<file path="src/rtl/ff_bank.sv">
// ff_bank: WIDTH-bit register bank that acts as SR, JK, D or T flip-flops,
// chosen per clock edge by the mode input. The SR 11 input combination is
// treated as forbidden: the bit holds its state and raises a sticky error
// flag.
//
// Build option: define FF_BANK_ERR_CNT_EN to add the CNT_W parameter, the
// err_cnt output, and a saturating counter of edges that saw at least one
// forbidden bit. Without the macro, neither the port nor the counter exists.
//
// This is a datapath block with no handshake. Every input is sampled on the
// rising edge of clk. q, err and err_cnt update one edge later. qbar is ~q.
module ff_bank #(
    parameter int WIDTH = 4,
`ifdef FF_BANK_ERR_CNT_EN
    parameter int CNT_W = 8,
`endif
    parameter logic [WIDTH-1:0] RST_VAL = '0
) (
    input  logic             clk,
    input  logic             rst_n,
    input  logic             en,
    input  logic [1:0]       mode,
    input  logic [WIDTH-1:0] a,
    input  logic [WIDTH-1:0] b,
    input  logic             clr_err,
    output logic [WIDTH-1:0] q,
    output logic [WIDTH-1:0] qbar,
    output logic [WIDTH-1:0] err
`ifdef FF_BANK_ERR_CNT_EN
    ,
    output logic [CNT_W-1:0] err_cnt
`endif
);

    localparam logic [1:0] MODE_SR = 2'b00;
    localparam logic [1:0] MODE_JK = 2'b01;
    localparam logic [1:0] MODE_D  = 2'b10;
    localparam logic [1:0] MODE_T  = 2'b11;

    logic [WIDTH-1:0] q_next;
    logic [WIDTH-1:0] sr_set;
    logic [WIDTH-1:0] sr_clr;
    logic [WIDTH-1:0] forbidden;
    logic [WIDTH-1:0] err_next;

    // SR decode. 10 sets and 01 clears. 11 matches neither term, so the bit holds.
    assign sr_set = a & ~b;
    assign sr_clr = ~a & b;

    // A forbidden event needs SR mode and an enabled edge. A gated edge never flags.
    assign forbidden = (en && (mode == MODE_SR)) ? (a & b) : '0;

    // Per-bit next state for the selected flip-flop type.
    always_comb begin
        q_next = q;
        case (mode)
            MODE_SR: q_next = (q | sr_set) & ~sr_clr;
            MODE_JK: q_next = (a & ~q) | (~b & q);
            MODE_D:  q_next = a;
            MODE_T:  q_next = q ^ a;
            default: q_next = q;
        endcase
    end

    // clr_err wipes the old flags. A new event on the same edge is ORed in afterwards, so the new event wins.
    always_comb begin
        err_next = clr_err ? '0 : err;
        err_next = err_next | forbidden;
    end

    // State register. Reset has priority. en gates updates of q only.
    always_ff @(posedge clk) begin
        if (!rst_n) begin
            q <= RST_VAL;
        end else if (en) begin
            q <= q_next;
        end
    end

    // Sticky error flags. These can clear even while en is low.
    always_ff @(posedge clk) begin
        if (!rst_n) begin
            err <= '0;
        end else begin
            err <= err_next;
        end
    end

    // The complementary output comes straight from the register. No input reaches it combinationally.
    assign qbar = ~q;

`ifdef FF_BANK_ERR_CNT_EN
    localparam logic [CNT_W-1:0] CNT_MAX = '1;

    logic             any_forbidden;
    logic [CNT_W-1:0] cnt_base;
    logic [CNT_W-1:0] cnt_next;

    // The counter advances once per qualifying edge, however many bits are forbidden.
    assign any_forbidden = |forbidden;

    // Apply the clear first, then count. A clear plus a new event therefore gives exactly 1.
    always_comb begin
        cnt_base = clr_err ? '0 : err_cnt;
        cnt_next = cnt_base;
        if (any_forbidden && (cnt_base != CNT_MAX)) begin
            cnt_next = cnt_base + 1'b1;
        end
    end

    // Saturating forbidden-event counter.
    always_ff @(posedge clk) begin
        if (!rst_n) begin
            err_cnt <= '0;
        end else begin
            err_cnt <= cnt_next;
        end
    end
`endif

endmodule

</file>
<file path="config.mk">
export PLATFORM = sky130hd
export DESIGN_NAME = ff_bank
export DESIGN_NICKNAME = d
export VERILOG_FILES = /design/src/rtl/ff_bank.sv
export SDC_FILE = /design/constraint.sdc
export NUM_CORES = 1
export LEC_CHECK = 0
export CAP_MARGIN = 10
export CORE_AREA = 2 2 39 41
export CTS_CLUSTER_DIAMETER = 100
export CTS_CLUSTER_SIZE = 8
export DETAILED_ROUTE_END_ITERATION = 10
export DIE_AREA = 0 0 41 43
export GPL_ROUTABILITY_DRIVEN = 0
export PLACE_DENSITY = 0.77
export SYNTH_ARGS = -nofsm -noshare
export SYNTH_HDL_FRONTEND = slang
export SYNTH_SLANG_ARGS = --single-unit
</file>
<file path="constraint.sdc">
create_clock -name clk -period 1.85 [get_ports clk]
set_input_delay 0.4625 -clock clk [delete_from_list [all_inputs] [get_ports clk]]
set_output_delay 0.4625 -clock clk [all_outputs]
set_load 0.01 [all_outputs]
</file>
---- Word-level counts from Yosys, hierarchy flattened ----
Cells that the tools add are included.
W data, S select, Z words.
storage, ports and cells
  flip-flop bits (word level) ............. 8
  bits in latches ......................... 0
  bits in writable memories ............... 0
  bits in read-only memories .............. 0
  input port bits ......................... 14
  output and inout bits ................... 12
  word-level logic and storage cells ...... 24
  memories kept ........................... 0
cells by class
  add/sub/neg operators ................... 0
  multipliers ............................. 0
  divide/modulo/power cells ............... 0
  $lt $le $gt $ge ......................... 0
  eq/ne operators ......................... 3
  shifts and indexed selects .............. 0
  mux-type cells .......................... 3
  bitwise logic cells ..................... 14
  reduce and logical (&&, ||, !) cells .... 2
operators by type and width
  operator              count
  $and A4 B4 Y4         6
  $not A4 Y4            4
  $pmux W4 S4           1
  $or A4 B4 Y4          3
  $mux W4               2
  $eq A2 B2 Y1 const B  2
  $xor A4 B4 Y4         1
  $eq A2 B1 Y1 const B  1
  $logic_not A2 Y1      1
  $logic_and A1 B1 Y1   1

---- Depth between registers and ports, before layout ----
Gate-level depths: netlist of the first run.
  depth after elaboration ................. 5
  depth in mapped cells ................... 4
  depth with buffers taken out ............ 3

---- Worst setup path before layout of the first run ----
Ideal clock, no wire load.
  path type ............................... in2reg
  start point ............................. input mode[1]
  end point ............................... register q[0]
  setup time .............................. 134 ps
  arrival time ............................ 990 ps
  required time ........................... 1716 ps
  slack ................................... 726 ps
  cell stages on the path ................. 4
  cell sequence ........................... buf_6 -> or2_1 -> nand3_1 -> a41oi_1
on the way
  longest elaborated chain between the ends .. 2
  elaborated cells between the ends (all ways) .. 5
  classes of those cells .................. 3 x eq/ne; 1 x mux; 1 x reduce/logical
RTL lines
  item                                  RTL line  RTL
  start, declared                       22        input logic [1:0] mode,
  $eq A2 B2 Y1 (tied with other cells)  56        case (mode)
  $pmux W4 S4 *                         56
  end signal, assigned                  76        q <= q_next;
  end, declared                         26        output logic [WIDTH-1:0] q,
Mark *: on every way between the ends. The rest lies on a longest branch, timed or not.
A chain may end at the register's enable or synchronous reset.

---- Worst setup path in the final report of the first run ----
  start point ............................. register q[1]
  end point ............................... output q[1]
No word-level cell between the ends.

==> results of run 1 <==
==> stage by stage <==
| stage | instance area, um^2 | cells | hold WS (ps) |
|---|---|---|---|
| 2_1_floorplan | 503 | 61 | 538 |
| 4_1_cts | 792 | 105 | 523 |
| 6_report | 792 | 105 | 518 |
| 3_5_place_dp | 769 | 102 | 503 |
| 5_1_grt | 792 | 105 | 530 |
| 3_3_place_gp | 769 | 102 | 495 |
==> how the worst max path moves through the flow <==
stage	start	to	depth (start not counted)
floorplan	mode[1]	q[0]	4
global placement	mode[1]	q[1]	4
detailed placement	mode[1]	q[0]	4
CTS	q[1]	q[1]	1
global route	q[3]	q[3]	1
finish	q[1]	q[1]	1
==> Yosys cell counts <==
| library cell | n | area [um^2] |
|---|---|---|
| sky130_fd_sc_hd__inv_1 | 6 | 22.5 |
| sky130_fd_sc_hd__or2_1 | 1 | 6.26 |
| sky130_fd_sc_hd__a32oi_1 | 4 | 35.0 |
| sky130_fd_sc_hd__nor3b_2 | 1 | 12.5 |
| sky130_fd_sc_hd__and3b_1 | 4 | 35.0 |
| sky130_fd_sc_hd__nand3_1 | 3 | 15.0 |
| sky130_fd_sc_hd__a41oi_1 | 4 | 35.0 |
| sky130_fd_sc_hd__nor2b_1 | 9 | 56.3 |
| sky130_fd_sc_hd__o21ai_1 | 4 | 20.0 |
| sky130_fd_sc_hd__buf_6 | 1 | 11.3 |
| sky130_fd_sc_hd__a21o_1 | 3 | 22.5 |
| sky130_fd_sc_hd__o21ai_0 | 6 | 30.0 |
| sky130_fd_sc_hd__nand2b_1 | 6 | 37.5 |
| sky130_fd_sc_hd__nor2_1 | 1 | 3.75 |
| sky130_fd_sc_hd__dfxtp_1 | 8 | 160 |
==> power breakdown <==
part / leakage, uW / internal (uW) / total [uW] / switching, uW
Sequential: 0.0000656 / 181 / 191 / 9.96
Combinational: 0.000222 / 76.2 / 128 / 51.8
Clock: 0.0000138 / 74.5 / 138 / 63.4
==> registers in the layout, summed over array words and instances, names as in the netlist <==
signal,flops
q,4
err,4
==> final cells by class <==
type	count	share of cell area (%)
Sequential cell	8	20.2
Timing Repair Buffer	26	32.5
Clock buffer	3	2.84
Multi-Input combinational cell	46	39.0
Tap cell	16	2.53
Inverter	6	2.84
==> routing by layer <==
layer  share of wire [%]  vias up
li1                    -      280
met1                  48      251
met2                  44       22
met3                 7.4        2
met4                0.68        0
met5                   0        -
==> kinds of logic (layout without fill, tap and decap cells) <==
logic type	Yosys count	in the layout	synth area share [%]
AOI/OAI and AO/OA	21	21	28.4
DFF	8	8	31.8
buffers and inverters	7	35	6.72
and+or+nand+nor	25	25	33.1
==> impl.org, run 1 <==
** Global route
- The initial antenna violation count came to 0.
- Most Crowded Layer GR :: met2
- Global route total overflow :: 0
- The first global-routing pass estimated 2.07 mm of wire.
- Met2 usage in global routing :: 25.9%
- Entering global routing, the biggest net connects 12 pins.
- Global Route met3 Usage :: around a tenth
- In the global route stage, met1 resource usage came out at 21.7%.
- Vias in the first global route :: 506
- All-Layer GR Usage :: about 18%

** Placed design
- At the placement stage, the worst setup path has a slack of 92.1 ps.
- Input and output buffers added on the ports amount to 25.

** Setup path
- Crit end category :: output pin
- Data on the critical path is required at its endpoint by 1390 ps.
- Worst Path Max Fanout :: 6
- In this run the critical register-to-register path is launched from q[0].
- Cell family with most CP delay :: buffers and inverters
- Worst setup path category :: flop to output pin
- In this run the register-to-register setup slack is 910 ps.
- Nature of the critical path startpoint :: flop
- Count of buffer and inverter cells on the critical path :: 1
- Counting cells, the worst reg-to-reg path comes to 3.
- Cell breakdown of the critical path :: clkdlybuf4s50_1
- Arrival @ worst endpoint :: 1230 ps
- Slowest cell on the critical path :: sky130_fd_sc_hd__clkdlybuf4s50_1
- For this run, the slowest stage of the critical path takes 570 ps.
- Critical register-to-register path endpoint :: q[0]

** Timing
- Based on the critical path, the design can be clocked at up to 590 MHz.
- Max-slew violation count :: 0
- Worst-margin pin slew :: 325 ps
- Worst slew margin relative to its limit :: between 70 and 80%
- Across the routed clock network, the largest skew measured is 0 ps.
- The worst path uses 91.6% of the clock period.
- Setup violations remaining at the end of the flow were counted as 0.
- Tmin final :: around 1700 ps
- Across all setup checks in the final design, the least slack found is 155 ps.
- RSZ-0062 raised after global routing :: no
- Setup total negative slack on the finished layout was measured at 0 ps.
- The number of hold-slack violations in the final timing report came to 0.

** Synthesis
- For this run, the number of Yosys warnings is 0.
- In this run, synthesis produced a sequential element count of 8.
- Counting every net in the synthesized netlist gives 75.
- In this run, distinct cell masters in the synthesized netlist total 15.
- Mapped Avg Cell Area :: between 8 and 9 um^2
- Post-synthesis sequential area ratio :: about a third
- The synthesized netlist occupies a cell area of approximately 500 um^2.
- Syn Inst Count :: 61

** Clock network
- Clock transition at the register clock pins on the worst setup and hold paths after CTS :: about 60 ps
- The later pin in the worst-skew pair is clocked with a latency of roughly 250 ps.
- H-tree Lvls :: 1
- Max clock buf depth :: 2
- The number of clock buffers added by TritonCTS is 3.
- For this design, the sink count on the clock tree is 8.
- Clock tree from TritonCTS :: yes
- Buffers inserted to repair hold after CTS numbered 0.
- Resized Gates After CTS :: 0
- In this run the clock root is driven by a sky130_fd_sc_hd__clkbuf_4.
- Setup fix buffers added after clock tree synthesis :: 0

** Power and ir drop
- Total power per unit cell area :: 577 nW/um^2
- The worst-case IR drop observed on VDD is 0.556 mV.
- After layout, the design draws a total of 457 uW.
- Static power due to leakage :: 0.000302 uW

** Drt
- Post-Route WL :: 1.33 mm
- Residual DRC :: 0
- The first routing iteration left 13 violations.
- In this run the remaining antenna-violating nets after routing total 0.
- Routed length per instance :: around 13 um
- Drt first pass iters :: 4
- The routed layout has 555 vias.
- Dividing the detail-routed via count by the number of cells gives 5.29.

** Die
- The initial utilization of the core area, before any placement, comes to between 30% and 40%.
- The core region is 1380 um^2.
- The die covers 1760 um^2.
- Site Rows :: 14
- Count of pins on the block boundary :: 26
- In this run the horizontal extent of the chip is 41 um.
- In this run the vertical extent of the chip is 43 um.

** Final layout
- Area growth syn-to-layout :: 57.5%
- Summing all multi-input logic gate instances after layout gives 309 um^2.
- Filler cell count in the final layout :: 129
- Top library cells by usage in the layout, fill and taps aside :: sky130_fd_sc_hd__clkdlybuf4s50_1 (25), sky130_fd_sc_hd__nor2b_1 (9), sky130_fd_sc_hd__dfxtp_1 (8)
- Layout net count :: 105
- The library cell used most frequently in the layout, excluding fill and tap cells, is sky130_fd_sc_hd__clkdlybuf4s50_1.
- The number of antenna diodes in the final layout is 0.
- Utilization after layout :: 57.2%
- The post-route netlist has 5.62% of its cells at a drive strength greater than 1.
- Flip-flop and latch area :: 160 um^2

** Run
- Across the run, the number of max-cap violations was 0.

** Hold path
- Worst min path class :: flop to flop
- In this run the most critical hold path is launched from err[2].
- Along the worst hold path, the cell count comes to 2.
- Worst Hold Endpoint :: err[2]

** Status
- Run status :: finished, final reports clean
No activity file was read; power rests on OpenSTA's default activity.
==> run 2, diff against run 1 <==
Settings changed: PLACE_DENSITY 0.77 to unset, PLACE_DENSITY_LB_ADDON set to 0.2.
==> impl.org, run 2 (synthesized netlist as in run 1, its figures left out) <==
** Setup path
- The cell type group with the largest total delay on the critical path was buffers and inverters (unchanged).
- The nature of the critical path startpoint is a flop (unchanged).
- The slowest stage cell on the critical path was sky130_fd_sc_hd__clkdlybuf4s50_1 (unchanged).
- The endpoint arrival time on the critical path is 1230 ps (about the same).
- Required time of the worst setup path :: 1390 ps (about the same)
- Worst Path Max Fanout :: 6 (unchanged)
- Worst-case register-to-register setup slack :: 910 ps (about the same)
- Worst setup path category :: flop to output pin (unchanged)
- The buffering stage count on the worst path with inverters included is 1 (unchanged).
- The startpoint of the worst register-to-register path was q[3] (was q[0]).
- The endpoint kind of the worst setup timing path is an output pin (unchanged).
- Critical register-to-register path endpoint :: q[3] (was q[0])
- Crit path largest cell delay :: 560 ps (was 570 ps)
- Cell breakdown of the critical path: clkdlybuf4s50_1 (unchanged).
- R2r worst-path depth :: 3 (unchanged)

** Global route
- The via count of the first global-routing pass came to 515 (was 506).
- The wire length of the first global-routing pass was 2.17 mm (was 2.07 mm).
- The initial antenna violation count came to 0 (unchanged).
- All-Layer GR Usage :: 18.1% (was 17.8%)
- Global route total overflow :: 0 (unchanged)
- Largest net degree at the start of global routing :: 12 (unchanged)

** Clock network
- Clock tree from TritonCTS :: yes (unchanged)
- Number of clock sinks seen by CTS :: 8 (unchanged)
- The H-tree depth reported by CTS came to 1 (unchanged).
- The buffers inserted during post-CTS setup optimization is 0 (unchanged).
- The clock tree root buffer cell is sky130_fd_sc_hd__clkbuf_4 (unchanged).
- The quantity of gates resized following cts was 0 (unchanged).
- The number of hold buffers added after CTS is 0 (unchanged).
- Number of buffers inserted during clock tree synthesis :: 3 (unchanged)
- The clock latency on the worst-skew pair came to 250 ps (about the same).
- The clock slew at the register clock pins of the worst setup and hold paths was 60 ps (about the same).
- Max clock buf depth :: 2 (unchanged)

** Final layout
- The final cell utilization of the core was 57.8% (was 57.2%).
- The count of filler cells inserted in the layout came to 138 (was 129).
- Registers with the most flip-flops: err (4), q (4) (unchanged).
- Multi-input combinational cell area :: 309 um^2 (unchanged)
- The ratio of cells with drive above 1 in the final layout was 6.67% (was 5.62%).
- Most common cell after layout, fill and taps aside :: sky130_fd_sc_hd__clkdlybuf4s50_1 (unchanged)
- Antenna cell count :: 0 (unchanged)
- Top library cells by usage in the layout, fill and taps aside :: sky130_fd_sc_hd__clkdlybuf4s50_1 (25), sky130_fd_sc_hd__nor2b_1 (9), sky130_fd_sc_hd__dfxtp_1 (8) (unchanged)
- Flip-flop and latch area :: 160 um^2 (unchanged)
- The synthesis-to-finish area growth was 59.0% (was 57.5%).
- Layout net count :: 106 (was 105)

** Timing
- Worst-margin pin slew :: 313 ps (was 325 ps)
- The final setup violation count came to 0 (unchanged).
- The final-report max-slew violation count is 0 (unchanged).
- The post-route worst hold slack came to 506 ps (was 518 ps).
- The worst clock skew on the final layout is 0 ps (unchanged).
- Setup WS post-layout :: 161 ps (was 155 ps)
- Hold Fails Final Rpt :: 0 (unchanged)
- RSZ-0062 raised after global routing :: no (unchanged)
- Final worst-path cycle share :: 91.3% (was 91.6%)
- Setup total negative slack :: 0 ps (unchanged)
- The maximum clock frequency was 592 MHz (was 590 MHz).
- Worst slew margin relative to its limit :: 79.1% (was 78.2%)
- The minimum clock period after layout came to 1690 ps (about the same).

** Hold path
- Depth of the worst hold-timing path :: 2 (unchanged)
- The beginning of the worst hold path was err[1] (was err[2]).
- Worst Hold Endpoint :: err[1] (was err[2])
- The worst min-delay path category was flop to flop (unchanged).

** Power and ir drop
- The maximum VDD drop was 0.301 mV (was 0.556 mV).
- The power per standard cell area is 574 nW/um^2 (was 577 nW/um^2).
- The total leakage power is 0.000306 uW (was 0.000302 uW).

** Run
- The total of max-cap violations was 0 (unchanged).

** Drt
- Post-Route WL :: 1.28 mm (was 1.33 mm)
- Final antenna-violating net count :: 0 (unchanged)
- Drt first pass iters :: 4 (unchanged)
- Routed length per instance :: 12.1 um (was 12.7 um)
- The DRC violation total after the first TritonRoute iteration came to 2 (was 13).
- The residual DRC count was 0 (unchanged).
- The average via count per standard cell is 5.09 (was 5.29).
- Total via count in the routed design :: 540 (was 555)

** Die
- Site Rows :: 14 (unchanged)
- The die span in x was 41 um (unchanged).
- The area inside the core boundary came to 1380 um^2 (unchanged).
- Chip Height :: 43 um (unchanged)
- The number of top-level design ports came to 26 (unchanged).
- Overall die area :: 1760 um^2 (unchanged)
- Starting Density :: 36.3% (unchanged)

** Status
- Run status: finished, final reports clean (unchanged).

** Placed design
- Worst-case setup slack after placement :: 122 ps (was 92.1 ps)
- After legalization and detailed placement, the total HPWL measured slightly below 1 mm.
- The number of buffers added on ports is 25 (unchanged).
-- run 2: changes by cell type in the layout (fill, tap and decap cells not counted), sizes merged --
cell,change
buf,+1
-- run 2: power by group --
group,leakage (uW),internal [uW],total [uW],switching [uW]
registers,0.0000656,181,191,10.0
logic,0.000227,77.6,129,51.2
clock network,0.0000138,74.6,139,64.6
total,0.000306,333,459,126
-- run 2: metrics by stage --
stage	power [uW]	area, um^2	std cells
2_1_floorplan	245	503	61
3_3_place_gp	323	777	103
3_5_place_dp	324	777	103
4_1_cts	467	800	106
5_1_grt	491	800	106
6_report	459	800	106
-- run 2: worst max path at each step --
stage                     cells after the start  slack [ps]    start    to
after floorplan                               4         730  mode[1]  q[0]
after global placement                        5         130  mode[0]  q[0]
after detailed placement                      5         120  mode[0]  q[3]
after CTS                                     1         150     q[0]  q[0]
after global routing                          1         100     q[1]  q[1]
final                                         1         160     q[0]  q[0]
-- run 2: cell type report --
type	count	area share, %
multi-input combinational	46	38.7
inverter	6	2.82
sequential	8	20.0
clock buffer	3	2.82
tap	16	2.50
timing repair buffer	27	33.2
-- run 2: per-layer routing --
layer | global-route usage, % | share of wire [%] | vias up
li1 | - | - | 283
met1 | 25.9 | 51 | 238
met2 | 23.8 | 41 | 17
met3 | 3.14 | 6.2 | 2
met4 | 12.0 | 0.78 | 0
met5 | 0 | 0 | -
